--- config.mk ---
export PLATFORM = sky130hd
export DESIGN_NAME = mem_arbiter
export DESIGN_NICKNAME = d
export VERILOG_FILES = /design/src/rtl/mem_arbiter.sv
export SDC_FILE = /design/constraint.sdc
export NUM_CORES = 1
export LEC_CHECK = 0
export CORE_MARGIN = 2
export CORE_UTILIZATION = 25
export DETAILED_ROUTE_END_ITERATION = 8
export DONT_BUFFER_PORTS = 1
export MAX_ROUTING_LAYER = met4
export PLACE_DENSITY_LB_ADDON = 0.3
export SLEW_MARGIN = 20
export SYNTH_ARGS = -nofsm -noshare
export SYNTH_HDL_FRONTEND = slang
export SYNTH_SLANG_ARGS = --single-unit
export TNS_END_PERCENT = 50
--- constraint.sdc ---
create_clock -name clk -period 3.4 [get_ports clk]
set_input_delay 0.34 -clock clk [delete_from_list [all_inputs] [get_ports clk]]
set_output_delay 0.34 -clock clk [all_outputs]
set_load 0.02 [all_outputs]
--- src/rtl/mem_arbiter.sv ---
// mem_arbiter: round-robin arbiter sharing one memory port between an instruction and a data requester,
// with a one-cycle turnaround between transactions and an optional ready watchdog.
module mem_arbiter #(
    parameter int TIMEOUT = 0
) (
    input  logic        clk,
    input  logic        rst,
    input  logic        imem_valid,
    input  logic        imem_instr,
    input  logic [31:0] imem_addr,
    input  logic [31:0] imem_wdata,
    input  logic [3:0]  imem_wstrb,
    output logic [31:0] imem_rdata,
    output logic        imem_ready,
    input  logic        dmem_valid,
    input  logic        dmem_instr,
    input  logic [31:0] dmem_addr,
    input  logic [31:0] dmem_wdata,
    input  logic [3:0]  dmem_wstrb,
    output logic [31:0] dmem_rdata,
    output logic        dmem_ready,
    output logic        memory_valid,
    output logic        memory_instr,
    output logic [31:0] memory_addr,
    output logic [31:0] memory_wdata,
    output logic [3:0]  memory_wstrb,
    input  logic [31:0] memory_rdata,
    input  logic        memory_ready,
    output logic        timeout_err
);
    typedef enum logic [1:0] {IDLE, IGNT, DGNT, TURN} state_t;

    // Wait count seen in the cycle that must expire: the counter starts at 0 in the first granted cycle.
    localparam logic [15:0] LP_LAST = 16'(TIMEOUT > 0 ? TIMEOUT - 1 : 0);

    state_t      r_state;
    logic        r_last_d;
    logic [15:0] r_wait;
    logic        r_mem_valid;
    logic        r_mem_instr;
    logic [31:0] r_mem_addr;
    logic [31:0] r_mem_wdata;
    logic [3:0]  r_mem_wstrb;

    logic w_ignt;
    logic w_dgnt;
    logic w_expire;
    logic w_done;
    logic w_pick_d;

    assign w_ignt   = r_state == IGNT;
    assign w_dgnt   = r_state == DGNT;
    assign w_expire = (TIMEOUT > 0) && (w_ignt || w_dgnt) && !memory_ready && (r_wait == LP_LAST);
    assign w_done   = (w_ignt || w_dgnt) && (memory_ready || w_expire);
    // On a tie the side that did not win last time gets the grant.
    assign w_pick_d = dmem_valid && (!imem_valid || !r_last_d);

    always_ff @(posedge clk or negedge rst) begin
        if (!rst) begin
            r_state     <= IDLE;
            r_last_d    <= 1'b0;
            r_wait      <= '0;
            r_mem_valid <= 1'b0;
            r_mem_instr <= 1'b0;
            r_mem_addr  <= '0;
            r_mem_wdata <= '0;
            r_mem_wstrb <= '0;
        end else begin
            case (r_state)
                IDLE: begin
                    if (imem_valid || dmem_valid) begin
                        r_state     <= w_pick_d ? DGNT : IGNT;
                        r_wait      <= '0;
                        r_mem_valid <= 1'b1;
                        r_mem_instr <= w_pick_d ? dmem_instr : imem_instr;
                        r_mem_addr  <= w_pick_d ? dmem_addr  : imem_addr;
                        r_mem_wdata <= w_pick_d ? dmem_wdata : imem_wdata;
                        r_mem_wstrb <= w_pick_d ? dmem_wstrb : imem_wstrb;
                    end
                end
                IGNT, DGNT: begin
                    if (w_done) begin
                        r_state     <= TURN;
                        r_mem_valid <= 1'b0;
                        r_last_d    <= w_dgnt;
                    end else if (TIMEOUT > 0) begin
                        r_wait <= r_wait + 16'd1;
                    end
                end
                default: r_state <= IDLE;
            endcase
        end
    end

    assign memory_valid = r_mem_valid;
    assign memory_instr = r_mem_instr;
    assign memory_addr  = r_mem_addr;
    assign memory_wdata = r_mem_wdata;
    assign memory_wstrb = r_mem_wstrb;

    // A watchdog completion returns zero data; a real ready forwards the memory data.
    assign imem_ready  = w_done && w_ignt;
    assign dmem_ready  = w_done && w_dgnt;
    assign imem_rdata  = (w_ignt && memory_ready) ? memory_rdata : '0;
    assign dmem_rdata  = (w_dgnt && memory_ready) ? memory_rdata : '0;
    assign timeout_err = w_expire;
endmodule

### Word-level counts from Yosys, hierarchy flattened

Cells that the tools add are included.

| word-level totals | value |
|---|---|
| register bits | 73 |
| input port bits | 175 |
| output and inout port bits | 137 |
| word-level logic and storage cells | 42 |

| operators by class | value |
|---|---|
| eq/ne operators | 4 |
| multiplexer cells | 13 |
| reduce and logical (&&, ||, !) cells | 18 |

Operators by type and width:

| cell | count |
|---|---|
| 32-bit 2-to-1 mux | 4 |
| 1-bit logical AND | 6 |
| 2-bit 2-to-1 mux | 3 |
| 2-bit AND reduction | 3 |
| 4-bit 2-to-1 mux | 1 |
| 2-bit != test, second input constant | 2 |
| 2-bit one-hot mux with 2 select lines | 1 |
| 1-bit logical OR | 3 |
| 1-bit 2-to-1 mux | 3 |
| 3-bit AND reduction | 1 |
| 2-bit by 1-bit equality test with 1-bit output, second input constant | 1 |
| 2-bit equality test, second input constant | 1 |
| 1-bit logical NOT | 2 |
| 2-bit logical NOT | 1 |
| 1-bit one-hot mux with 2 select lines | 1 |
| 2-bit nonzero test | 1 |
| 2-bit OR reduction | 1 |

### Longest topological paths before layout

| logic depth | value |
|---|---|
| depth after elaboration | 6 |
| gate-level depth with buffers | 7 |
| gate-level depth less buffers | 5 |

### Worst setup path before layout

No wires, ideal clock.

| timing | value |
|---|---|
| path type | register to output |
| start | register r_state[0] |
| end | output port dmem_rdata[10] |
| arrival | 1.198 ns |
| data required time | 3.060 ns |
| path slack | 1.862 ns |
| stages on the path, launching flop included | 5 |
| cells stage by stage | dfrtp_1 -> inv_1 -> ha_1 -> clkbuf_1 -> and3_1 |

| on the way | value |
|---|---|
| cells in the longest elaborated chain, start to end | 3 |

RTL lines:

| element | line | text |
|---|---|---|
| from (decl) | 36 | `state_t r_state;` |
| from (signal assigned) | 72 | `r_state <= w_pick_d ? DGNT : IGNT;` |
| 2-bit equality test | 52 | `assign w_dgnt = r_state == DGNT;` |
| net w_dgnt | 46 | `logic w_dgnt;` |
| 1-bit logical AND | 105 | `assign dmem_rdata = (w_dgnt && memory_ready) ? memory_rdata : '0;` |
| 32-bit 2-to-1 mux | 105 |  |
| to (decl) | 20 | `output logic [31:0] dmem_rdata,` |

The timed path passes the listed nets, and every way through them passes these cells.

### Worst setup path after layout

| timing | value |
|---|---|
| start | register r_state[0] |
| end | output port dmem_rdata[20] |

The elaborated chain is that of the path after synthesis.

==> metrics.yaml <==
clk_latency_ps: 340
hold_class: "in -> reg"
firstDrtPassIters: 4
arrival_ps: 2060
crit_path_start: "r_state[0]$_DFFE_PN0P_"
cp-end-kind: "primary output"
period_share_pct: 70.70
routed_wirelength_um: 12810
fp.dieH_um: 128.4
max_freq_ghz: 0.4160
antenna_found_initial: 2
cts.sinks: 73
tritoncts: "yes"
reg2reg_slack_ps: 1310
hold_path_end: "memory_addr[17]$_DFFE_PN0P_"
setup_viol: 0
vias: 3481
slew_violations: 0
worstRegToRegCells: 6
dpl.hpwl_um: 9597
grt_pass1_wl_um: 18150
gp_congestion: 0.7979
r2r_end: "memory_addr[25]$_DFFE_PN0P_"
worstPathCellList: "inv_1, ha_1, and3_1"
maxCapViolCount: 0
post-route-min-period_ps: 2404
regToRegStartpoint: "r_state[0]$_DFFE_PN0P_"
p_int_mw: 2.298
fin_tns_setup_ps: 0
synth_cell_types: 25
hold_viol: 0
die_x_um: 128.4
wl_per_cell_um: 19.56
ios: 312
crit_slowest_cell: "ha_1"
ys_warn_count: 0
status: "finished, final reports clean"
p_seq_share_pct: 49.1
track_usage_pct: 15.05
cts-root-buf: "clkbuf_16"
cts_made_buffers: 9
antenna_left: 0
port_buffers: 0
grt_pass1_vias: 3314
cts_buffer_depth: 2
hold_ws_ps: 146.7
drive_gt1_share_pct: 5.400
critPathBufInv: 1
fin_util_pct: 28.22
required_ps: 3060
drt_iter0_markers: 163
swShare_pct: 48.22
switchingPower_mw: 2.139
core_um2: 15150
critPathTopFamily: "adder cells"
crit_fanout: 34
start_kind: "flop"
synthCells: 486
min_path_cells: 2
syn_nets: 665
post_cts_buffers: 0
htreeDepth: 3
vdd_drop_max_v: 0.0002579
syn_area_per_cell_um2: 7.960
max_stage_delay_ps: 740
die-area_um2: 16490
nets: 638
worst_pin_slew_ps: 1010
grt_max_degree: 74
rows: 45
clk_pin_slew_ps: 60
worstHoldStart: "imem_addr[17]"
power_density_nw_per_um2: 1038
clock_skew_ps: 5.830
synth-seq-area-share_pct: 47.22
criticalPathCategory: "reg -> out"
pwr-share-clk_pct: 19.8
ys_ff_latch: 73
synth_area_um2: 3869
p_leak_nw: 1.995
viasPerCell: 5.315
max_slew_margin_pct: 32.48
syn2layout_area_growth_pct: 10.48
comb_power_share_pct: 31.1
rsz0062_at_grt: "false"
start_util_pct: 25.54
drc: 0
overflow: 0
## worst register-to-register path, stage by stage (launching register included)
cell	delay, ps
dfrtp_1	430
inv_1	110
ha_1	240
o21a_4	600
buf_12	360
nor2_1	110
a31oi_1	160
## how the worst max path moves through the flow
stage | slack (ps) | cells past startpoint | end
after floorplan | 1860 | 4 | dmem_rdata[10]
after global placement | 1410 | 6 | memory_addr[10]$_DFFE_PN0P_
after detailed placement | 1300 | 6 | memory_addr[11]$_DFFE_PN0P_
after CTS | 1010 | 3 | dmem_rdata[20]
after global routing | 850 | 3 | dmem_rdata[20]
final | 1000 | 3 | dmem_rdata[20]
## layer usage
| layer | track usage, % | vias up | routed length [um] |
|---|---|---|---|
| li1 | - | 1597 | - |
| met1 | 15.73 | 1644 | 4812 |
| met2 | 25.78 | 218 | 6328 |
| met3 | 3.742 | 22 | 1195 |
| met4 | 8.727 | 0 | 473 |
| met5 | - | - | 0 |
## power groups by stage
stage	combinational, mW	clock (mW)	sequential, mW
2_1_floorplan	1.18	0	2.07
3_3_place_gp	1.31	0	2.20
3_5_place_dp	1.37	0	2.21
4_1_cts	1.40	0.905	2.19
5_1_grt	1.57	0.940	2.24
6_report	1.38	0.877	2.18
## cells in the final DEF, fill, tap and decap left out, drive strengths merged, types with 2 or more instances in the layout
master	n
and3	65
buf	5
nor2	70
a31oi	69
inv	4
diode	4
clkinv	3
nand3b	3
dfrtp	73
nand2	141
clkbuf	10
nand4	2
ha	4
## cell families (layout without fill, tap and decap cells)
kind of cell | count (synthesis) | count (layout) | share of synthesized area [%]
AOI/OAI and AO/OA | 74 | 74 | 12.35
buffers and inverters | 47 | 24 | 5.919
other | 1 | 5 | 0.09693
adders and majority gates | 4 | 4 | 1.294
DFF | 73 | 73 | 47.22
muxes | 1 | 1 | 0.2911
and+or+nand+nor | 286 | 286 | 32.83
## cell usage after synthesis, drive strengths merged
cell type / number / share of area, %
nand3b: 3 / 0.58
and3: 65 / 11
o2111ai: 1 / 0.23
a21boi: 1 / 0.29
a21bo: 1 / 0.26
a22o: 1 / 0.23
nand4: 2 / 0.32
nand2: 141 / 14
ha: 4 / 1.3
inv: 3 / 0.29
a31oi: 69 / 11
dfrtp: 73 / 47
conb: 1 / 0.097
nand3: 1 / 0.13
buf: 30 / 4.3
mux2: 1 / 0.29
nor2: 70 / 6.8
or3b: 1 / 0.23
clkbuf: 14 / 1.4
o21a: 1 / 0.19
and2: 1 / 0.16
nand4b: 1 / 0.23
nor3b: 1 / 0.19
## sequential cells by signal, summed over array words and instances (netlist names)
signal        count
memory_wdata     32
memory_instr      1
memory_wstrb      4
r_state           2
memory_addr      32
r_last_d          1
memory_valid      1
## stage by stage
| stage | cells | instance area (um^2) | worst slack, ps | total power [mW] |
|---|---|---|---|---|
| after CTS | 651 | 4264 | 1006 | 4.499 |
| after floorplan | 486 | 3869 | 1862 | 3.254 |
| after global placement | 634 | 3956 | 1407 | 3.517 |
| after detailed placement | 634 | 3956 | 1302 | 3.582 |
| after global routing | 655 | 4274 | 851.0 | 4.751 |
| final | 655 | 4274 | 996.3 | 4.437 |
## layout make-up
cell class / instances / area, um^2
diodes: 4 / 10.01
clock buffers: 10 / 239.0
clock inverters: 5 / 31.28
fillers: 1644 / 10870
inverters: 3 / 11.26
multi-input cells: 366 / 1828
flip-flops and latches: 73 / 1827
well taps: 188 / 235.2
repair buffers: 6 / 92.59
## what timing repair did
action                    CTS  global route
hold buffers                2             0
resized for setup           0             0
hold endpoints to repair   73             0
Power figures use the tool's default switching activity.
